==> src/rtl/id_ex_operand_stage_pkg.sv <==
// rtl/id_ex_operand_stage_pkg.sv - shared ALU codes, forward-select enum and widths for the ID/EX stage
package id_ex_operand_stage_pkg;

    localparam int DATA_W = 32;
    localparam int REG_W  = 5;

    // ALU function codes; ADD must stay 0 so a zeroed bubble computes 0+0.
    localparam logic [4:0] ALU_ADD = 5'd0;
    localparam logic [4:0] ALU_OR  = 5'd1;
    localparam logic [4:0] ALU_AND = 5'd2;
    localparam logic [4:0] ALU_SUB = 5'd3;
    localparam logic [4:0] ALU_SLT = 5'd4;
    localparam logic [4:0] ALU_NOR = 5'd5;
    localparam logic [4:0] ALU_XOR = 5'd6;
    localparam logic [4:0] ALU_SRL = 5'd7;
    localparam logic [4:0] ALU_SRA = 5'd8;
    localparam logic [4:0] ALU_SLL = 5'd9;

    typedef enum logic [1:0] {
        FWD_REG   = 2'd0,
        FWD_EXMEM = 2'd1,
        FWD_MEMWB = 2'd2
    } fwd_sel_e;

endpackage

==> src/rtl/id_ex_operand_stage_fwd_select.sv <==
// rtl/id_ex_operand_stage_fwd_select.sv - RAW forward resolution for one source operand
module fwd_select #(
    parameter int DATA_W = id_ex_operand_stage_pkg::DATA_W,
    parameter int REG_W  = id_ex_operand_stage_pkg::REG_W
) (
    input  logic [REG_W-1:0]  src_idx,
    input  logic [DATA_W-1:0] reg_data,
    input  logic              exmem_reg_write,
    input  logic [REG_W-1:0]  exmem_dst,
    input  logic [DATA_W-1:0] exmem_result,
    input  logic              memwb_reg_write,
    input  logic [REG_W-1:0]  memwb_dst,
    input  logic [DATA_W-1:0] memwb_wdata,
    output logic [DATA_W-1:0] fwd_data
);
    import id_ex_operand_stage_pkg::*;

    logic     exmem_hit;
    logic     memwb_hit;
    fwd_sel_e sel;

    // $0 is hardwired zero, so a pending write to it must never be forwarded.
    assign exmem_hit = exmem_reg_write && (exmem_dst != '0) && (exmem_dst == src_idx);
    assign memwb_hit = memwb_reg_write && (memwb_dst != '0) && (memwb_dst == src_idx);

    // The younger producer (EX/MEM) wins over the older one (MEM/WB).
    always_comb begin
        sel = FWD_REG;
        if (exmem_hit) begin
            sel = FWD_EXMEM;
        end else if (memwb_hit) begin
            sel = FWD_MEMWB;
        end
    end

    always_comb begin
        fwd_data = reg_data;
        case (sel)
            FWD_EXMEM: fwd_data = exmem_result;
            FWD_MEMWB: fwd_data = memwb_wdata;
            default:   fwd_data = reg_data;
        endcase
    end

endmodule

==> src/rtl/id_ex_operand_stage.sv <==
// rtl/id_ex_operand_stage.sv - ID/EX pipeline register with rs/rt forwarding feeding the ALU
module id_ex_operand_stage #(
    parameter int DATA_W = id_ex_operand_stage_pkg::DATA_W,
    parameter int REG_W  = id_ex_operand_stage_pkg::REG_W
) (
    input  logic              clk,
    input  logic              reset,
    input  logic              stall,
    input  logic              flush,
    input  logic              id_valid,
    input  logic [DATA_W-1:0] id_rs_data,
    input  logic [DATA_W-1:0] id_rt_data,
    input  logic [REG_W-1:0]  id_rs,
    input  logic [REG_W-1:0]  id_rt,
    input  logic [REG_W-1:0]  id_dst,
    input  logic [DATA_W-1:0] id_imm,
    input  logic [4:0]        id_shamt,
    input  logic [4:0]        id_alu_conf,
    input  logic              id_sign,
    input  logic              id_alu_src1,
    input  logic              id_alu_src2,
    input  logic              id_reg_write,
    input  logic              exmem_reg_write,
    input  logic [REG_W-1:0]  exmem_dst,
    input  logic [DATA_W-1:0] exmem_result,
    input  logic              memwb_reg_write,
    input  logic [REG_W-1:0]  memwb_dst,
    input  logic [DATA_W-1:0] memwb_wdata,
    output logic [4:0]        alu_conf,
    output logic              alu_sign,
    output logic [DATA_W-1:0] alu_in1,
    output logic [DATA_W-1:0] alu_in2,
    output logic [DATA_W-1:0] ex_store_data,
    output logic              ex_valid,
    output logic              ex_reg_write,
    output logic [REG_W-1:0]  ex_dst
);
    import id_ex_operand_stage_pkg::*;

    logic [DATA_W-1:0] ex_rs_data;
    logic [DATA_W-1:0] ex_rt_data;
    logic [REG_W-1:0]  ex_rs;
    logic [REG_W-1:0]  ex_rt;
    logic [DATA_W-1:0] ex_imm;
    logic [4:0]        ex_shamt;
    logic              ex_src1;
    logic              ex_src2;
    logic              ex_reg_write_q;

    logic [DATA_W-1:0] fwd_rs;
    logic [DATA_W-1:0] fwd_rt;
    logic [DATA_W-1:0] shamt_operand;
    logic              load_bubble;

    // An invalid ID slot is loaded exactly like a flush so no stray control leaks into EX.
    assign load_bubble = reset || flush || (!stall && !id_valid);

    always_ff @(posedge clk) begin
        if (load_bubble) begin
            ex_valid       <= 1'b0;
            ex_rs_data     <= '0;
            ex_rt_data     <= '0;
            ex_rs          <= '0;
            ex_rt          <= '0;
            ex_dst         <= '0;
            ex_imm         <= '0;
            ex_shamt       <= '0;
            alu_conf       <= ALU_ADD;
            alu_sign       <= 1'b0;
            ex_src1        <= 1'b0;
            ex_src2        <= 1'b0;
            ex_reg_write_q <= 1'b0;
        end else if (!stall) begin
            ex_valid       <= 1'b1;
            ex_rs_data     <= id_rs_data;
            ex_rt_data     <= id_rt_data;
            ex_rs          <= id_rs;
            ex_rt          <= id_rt;
            ex_dst         <= id_dst;
            ex_imm         <= id_imm;
            ex_shamt       <= id_shamt;
            alu_conf       <= id_alu_conf;
            alu_sign       <= id_sign;
            ex_src1        <= id_alu_src1;
            ex_src2        <= id_alu_src2;
            ex_reg_write_q <= id_reg_write;
        end
    end

    // Forwarding stays combinational so stalled operands follow late-arriving producers.
    fwd_select #(.DATA_W(DATA_W), .REG_W(REG_W)) u_fwd_rs (
        .src_idx         (ex_rs),
        .reg_data        (ex_rs_data),
        .exmem_reg_write (exmem_reg_write),
        .exmem_dst       (exmem_dst),
        .exmem_result    (exmem_result),
        .memwb_reg_write (memwb_reg_write),
        .memwb_dst       (memwb_dst),
        .memwb_wdata     (memwb_wdata),
        .fwd_data        (fwd_rs)
    );

    fwd_select #(.DATA_W(DATA_W), .REG_W(REG_W)) u_fwd_rt (
        .src_idx         (ex_rt),
        .reg_data        (ex_rt_data),
        .exmem_reg_write (exmem_reg_write),
        .exmem_dst       (exmem_dst),
        .exmem_result    (exmem_result),
        .memwb_reg_write (memwb_reg_write),
        .memwb_dst       (memwb_dst),
        .memwb_wdata     (memwb_wdata),
        .fwd_data        (fwd_rt)
    );

    // The ALU takes its shift amount from In1[10:6].
    always_comb begin
        shamt_operand       = '0;
        shamt_operand[10:6] = ex_shamt;
    end

    assign alu_in1       = ex_src1 ? shamt_operand : fwd_rs;
    assign alu_in2       = ex_src2 ? ex_imm : fwd_rt;
    assign ex_store_data = fwd_rt;
    assign ex_reg_write  = ex_reg_write_q & ex_valid;

endmodule

==> config.mk <==
export PLATFORM = sky130hd
export DESIGN_NAME = id_ex_operand_stage
export DESIGN_NICKNAME = d
export VERILOG_FILES = /design/src/rtl/id_ex_operand_stage_pkg.sv /design/src/rtl/id_ex_operand_stage_fwd_select.sv /design/src/rtl/id_ex_operand_stage.sv
export SDC_FILE = /design/constraint.sdc
export NUM_CORES = 1
export LEC_CHECK = 0
export CAP_MARGIN = 20
export CORE_UTILIZATION = 45
export CTS_CLUSTER_SIZE = 10
export DETAILED_ROUTE_END_ITERATION = 16
export PLACE_DENSITY_LB_ADDON = 0.25
export SLEW_MARGIN = 20
export SYNTH_ARGS = -nofsm -noshare
export SYNTH_HDL_FRONTEND = slang
export SYNTH_SLANG_ARGS = --single-unit
==> constraint.sdc <==
create_clock -name clk -period 2.9 [get_ports clk]
set_input_delay 0.29 -clock clk [delete_from_list [all_inputs] [get_ports clk]]
set_output_delay 0.29 -clock clk [all_outputs]
set_load 0.02 [all_outputs]
# Yosys cells after proc, flatten, opt, wreduce, memory -nomap -nowiden
# Cells that the tools add are included.
[totals]
register_bits = 126
in_bits = 206
word_cells = 43
[classes]
bitwise = 1
muxes = 8
n_reduce_logical = 13
eq_ne = 8
[op_table]
columns = ["op", "count"]
rows = [
  ["$pmux 32 s2", 2],
  ["$mux 32", 2],
  ["$eq 5x5->1", 4],
  ["$reduce_bool 5->1", 2],
  ["$mux 2", 4],
  ["$logic_and 1x1->1", 7],
  ["$eq 2x1->1 const B", 2],
  ["$eq 2x2->1 const B", 2],
  ["$logic_not 1->1", 2],
  ["$logic_or 1x1->1", 2],
  ["$and 1x1->1", 1],
]

# Longest topological paths before layout
# Gate-level depths: netlist (run 1).
[logic_depth]
depth_word = 8
mapped_depth = 7

# Hierarchy
# Synthesis (run 1) repeated with hierarchy kept, for this count alone.
[unflattened]
hier_cells = 992
hier_area_um2 = 8695.8
[modules_own_cells]
columns = ["mod", "cells_per_inst", "seq_area_each_um2", "area_per_inst_um2", "n_inst"]
rows = [
  ["id_ex_operand_stage", 632, 2522.4, 5655.4, 1],
  ["fwd_select", 180, 0.0, 1520.2, 2],
]

# Worst setup path after synthesis (run 1)
# No wires, ideal clock.
[synth_path]
kind = "input to output"
from = "input port exmem_dst[0]"
to = "output port alu_in2[10]"
n_path_buf = 1
slack_ns = 0.449
arrival_time_ns = 2.161
cell_stages = 6
required_time_ns = 2.610
path_cell_list = "or4_1 > o211ai_2 > clkbuf_1 > nor3_1 > a31oi_1 > mux2_2"
[synth_between]
elab_chain_len = 7
elab_cells_between_ends = 9
classes_between = "eq/ne (3); mux (3); reduce/logical (3)"
[synth_rtl]
columns = ["item", "line", "rtl"]
rows = [
  ["start: declaration", "id_ex_operand_stage.sv:24", "input logic [REG_W-1:0] exmem_dst,"],
  ["$reduce_bool 5->1", "id_ex_operand_stage_fwd_select.sv:23", "assign exmem_hit = exmem_reg_write && (exmem_dst != '0) && (exmem_dst == src_idx);"],
  ["$logic_and 1x1->1", "id_ex_operand_stage_fwd_select.sv:23", ""],
  ["$logic_and 1x1->1 *", "id_ex_operand_stage_fwd_select.sv:23", ""],
  ["$mux 2 *", "id_ex_operand_stage_fwd_select.sv:29", "if (exmem_hit) begin"],
  ["$eq 2x2->1 or $eq 2x1->1 (tied branches)", "id_ex_operand_stage_fwd_select.sv:38", "case (sel)"],
  ["$pmux 32 s2 *", "id_ex_operand_stage_fwd_select.sv:38", ""],
  ["net ex_store_data[10]", "id_ex_operand_stage.sv:33", "output logic [DATA_W-1:0] ex_store_data,"],
  ["$mux 32 *", "id_ex_operand_stage.sv:122", "assign alu_in2 = ex_src2 ? ex_imm : fwd_rt;"],
  ["end: declaration", "id_ex_operand_stage.sv:32", "output logic [DATA_W-1:0] alu_in2,"],
]
# Mark *: on every way through the listed nets, which the timed path passes. The rest lies on a longest branch.

# Worst setup path in the final report (run 1)
[layout_path]
from = "register ex_rt[1]"
to = "output port alu_in2[24]"
[layout_between]
elab_chain_len = 7
elab_cells_between_ends = 10
classes_between = "eq/ne (4); mux (4); reduce/logical (2)"
[layout_rtl]
columns = ["item", "line", "rtl"]
rows = [
  ["start: declaration", "id_ex_operand_stage.sv:43", "logic [REG_W-1:0] ex_rt;"],
  ["start signal: assignment", "id_ex_operand_stage.sv:78", "ex_rt <= id_rt;"],
  ["$eq 5x5->1", "id_ex_operand_stage_fwd_select.sv:24", "assign memwb_hit = memwb_reg_write && (memwb_dst != '0) && (memwb_dst == src_idx);"],
  ["$logic_and 1x1->1", "id_ex_operand_stage_fwd_select.sv:24", ""],
  ["$mux 2", "id_ex_operand_stage_fwd_select.sv:31", "end else if (memwb_hit) begin"],
  ["$mux 2 *", "id_ex_operand_stage_fwd_select.sv:29", ""],
  ["$eq 2x2->1 or $eq 2x1->1 (tied branches)", "id_ex_operand_stage_fwd_select.sv:38", ""],
  ["$pmux 32 s2 *", "id_ex_operand_stage_fwd_select.sv:38", ""],
  ["$mux 32 *", "id_ex_operand_stage.sv:122", ""],
]
# Every way passes the cells marked *; elsewhere a longest branch is shown, timed or not.

==> flow_summary.yaml, run 1 <==
sta:
  slew_viol_final: 0
  fmax_mhz: 339
  setup_viol: 4
  rsz0062_at_grt: "yes"
  worst-slew-pin-transition_ns: 0.639
  hold_viol: 0
  slew_headroom: 0.574
  fin_worst_skew_ns: 0
  setup_ws_ns: -0.0461
  setup_tns_ns: -0.103
  fin_crit_sh: 1.02
  fin_crit_ns: 2.95
worst_hold_path:
  min-delay-start: "stall"
  hold-path-cell-count: 2
  hold_path.class: "in -> reg"
  holdPathEnd: "ex_valid$_SDFFE_PP0N_"
detailed_routing:
  first_pass_iters: 5
  viasPerCell: 5.69
  drt-initial-drc-count: 671
  route.detailed.drc: 0
  wl_per_cell_um: 20.3
  ant_nets: 0
  drt-total-wl_um: 27800
  vias: 7817
cts:
  ctsHtreeMaxLevel: 4
  clockBufferDepth: 2
  cts.hold.buffers_added: 0
  cts_buffers: 17
  cts-root-buf: "clkbuf_16"
  cts_tree: "yes"
  clock_latency_ns: 0.41
  cts.sinks: 126
  clk_pin_slew_ns: 0.06
power_and_ir_drop:
  seq_power_share: 0.368
  clockPowerShare: 0.411
  switchingPower_uw: 1320
  p_sw_frac: 0.268
  p_int_uw: 3610
  ir_drop_mv: 0.427
  powerDensity_nw_per_um2: 421
  p_total_uw: 4940
  leakage_uw: 0.00481
  p_comb_frac: 0.221
outcome:
  violations: "setup timing"
  status: "complete, but fails checks"
worst_setup_path:
  r2r_cells: 3
  ff2ff_setup_slack_ns: 1.60
  critPathRequiredTime_ns: 2.61
  r2r_end: "ex_src2$_SDFFE_PP0N_"
  critPathArrivalTime_ns: 2.66
  reg2reg_from: "ex_src2$_SDFFE_PP0N_"
  crit_path_end_kind: "output pin"
  start_kind: "flop"
  cp_max_fo: 8
  path_class: "reg -> out"
synthesis:
  yosysSeqAreaShare: 0.349
  synth.ff_latch_count: 126
  synthDistinctLibCells: 36
  synthCells: 825
  synth_area_leaders: "dfxtp_1 (35%), mux2i_1 (22%), nor2_1 (8.2%), o31ai_2 (5.0%), mux2_2 (4.7%)"
  yosys_warnings: 0
  avgSynthCellArea_um2: 8.77
  syn-cell-area_um2: 7240
  syn-num-nets: 1031
  yosys.area.top_type: "dfxtp_1"
  yosysTopAreaCellShare: 0.349
global_routing:
  grt_pass1_wl_um: 41800
  overflow: 0
  grt_max_degree: 127
  grt_pass1_vias: 7747
  track_usage: 0.331
  antenna_found_initial: 1
job:
  cap_viol_max_count: 0
die:
  fp.dieW_um: 129
  io_pins: 315
  dieArea_um2: 16600
  start_util: 0.469
  core_um2: 15400
  num_rows: 45
  die_y_um: 129
placed_design:
  preCtsSetupSlack_ns: -0.540
  hpwl_um: 18700
  place_inst: 1338
  io_buffers: 314
  place.gp.congestion: 0.863
layout:
  stdcell_count: 1375
  layout-area-overhead-vs-synth_pct: 62.1
  final_cell_mix: "clkdlybuf4s50_1 (211), nor2_1 (158), mux2i_1 (157)"
  nets: 1359
  mostFrequentLayoutCell: "clkdlybuf4s50_1"
  drive_above_1_share: 0.245
## metal layers
layer	global-route usage	vias to the layer above	routed length, um
met1	0.389	3686	10800
met3	0.0827	77	2460
met5	0	-	0
met2	0.568	420	13700
li1	-	3634	-
met4	0.154	0	921
## power groups by stage
stage	logic (uW)	clock network, uW	registers, uW
finish	1090	2030	1820
global route	1140	2130	1820
CTS	1070	2050	1810
detailed placement	1080	0	1850
global placement	1070	0	1850
floorplan	475	0	1840
## sequential cells by signal, summed over array words and instances (netlist names)
signal / flops
alu_conf: 5
alu_sign: 1
ex_dst: 5
ex_imm: 32
ex_reg_write_q: 1
ex_rs: 5
ex_rs_data: 32
ex_rt: 5
ex_rt_data: 32
ex_shamt: 5
ex_src1: 1
ex_src2: 1
ex_valid: 1
## cell usage after synthesis, drive strengths merged
cell and instances:
nor2 160, mux2i 157, dfxtp 126, clkbuf 49
buf 35, nor3 35, o31ai 33, nand2 32
nor4 31, a31oi 30, mux2 30, nand3 30
a211oi 29, xnor2 10, xor2 10, inv 5
a221oi 4, or2 3, or4 3, a21oi 2
nand4 2, o31a 2, and2 1, nand2b 1
nor2b 1, o2111ai 1, o211ai 1, o21ai 1
or4b 1
## what timing repair did
action | in CTS | in global routing
resized for setup | 349 | 39
pin swaps | 9 | 12
buffers inserted | 3 | 1
cloned | 3 | 0
endpoints found under the setup margin | 96 | 66
endpoints found under the hold margin | 0 | 0
## logic make-up (layout without fill, tap and decap cells)
logic type,count (synthesis),in the layout,share of synthesized area
xor+xnor,20,20,0.0242
simple gates,300,300,0.187
other cells,0,1,0
mux,187,187,0.264
flops,126,126,0.349
buf+inv,89,427,0.0541
compound gates,103,103,0.123
## stage by stage
stage                      util  instance area (um^2)  hold WS (ns)
after floorplan               -                  7240         0.434
after global placement    0.722                 11100         0.450
after detailed placement  0.722                 11100         0.463
after CTS                 0.751                 11600         0.378
after global routing      0.760                 11700         0.394
final                     0.760                 11700         0.385
## worst max-delay path, stage by stage (launching register included)
cell and delay [ns]:
dfxtp_1 0.32, xor2_1 0.19, or4b_4 0.64, buf_16 0.21, buf_4 0.14, o31a_1 0.25
a211oi_2 0.19, o31ai_1 0.11, buf_2 0.17
## worst max path at each step
stage | startpoint | endpoint | depth (start not counted)
after floorplan | exmem_dst[0] | alu_in2[10] | 6
after global placement | memwb_dst[2] | alu_in2[24] | 8
after detailed placement | memwb_dst[4] | alu_in2[5] | 8
after CTS | ex_rt[4]$_SDFFE_PP0N_ | alu_in2[0] | 7
after global routing | ex_rt[2]$_SDFFE_PP0N_ | alu_in2[24] | 8
final | ex_rt[1]$_SDFFE_PP0N_ | alu_in2[24] | 8
## area by class of cell
| type | count | area (um^2) |
|---|---|---|
| repair buffers | 393 | 3720 |
| fillers | 1145 | 3700 |
| well taps | 211 | 264 |
| multi-input cells | 610 | 4640 |
| diodes | 1 | 2.50 |
| inverters | 5 | 18.8 |
| clock inverters | 7 | 62.6 |
| clock buffers | 22 | 494 |
| flip-flops and latches | 126 | 2530 |
Power figures use the tool's default switching activity.
==> run 2: changes to the inputs <==
--- a/config.mk
+++ b/config.mk
@@ -9,6 +9,7 @@
 export CORE_UTILIZATION = 45
 export CTS_CLUSTER_SIZE = 10
 export DETAILED_ROUTE_END_ITERATION = 16
+export HOLD_SLACK_MARGIN = 0.08
 export PLACE_DENSITY_LB_ADDON = 0.25
 export SLEW_MARGIN = 20
 export SYNTH_ARGS = -nofsm -noshare
==> results of run 2 <==
The final DEF is identical to that of run 1; final timing and power are the same.
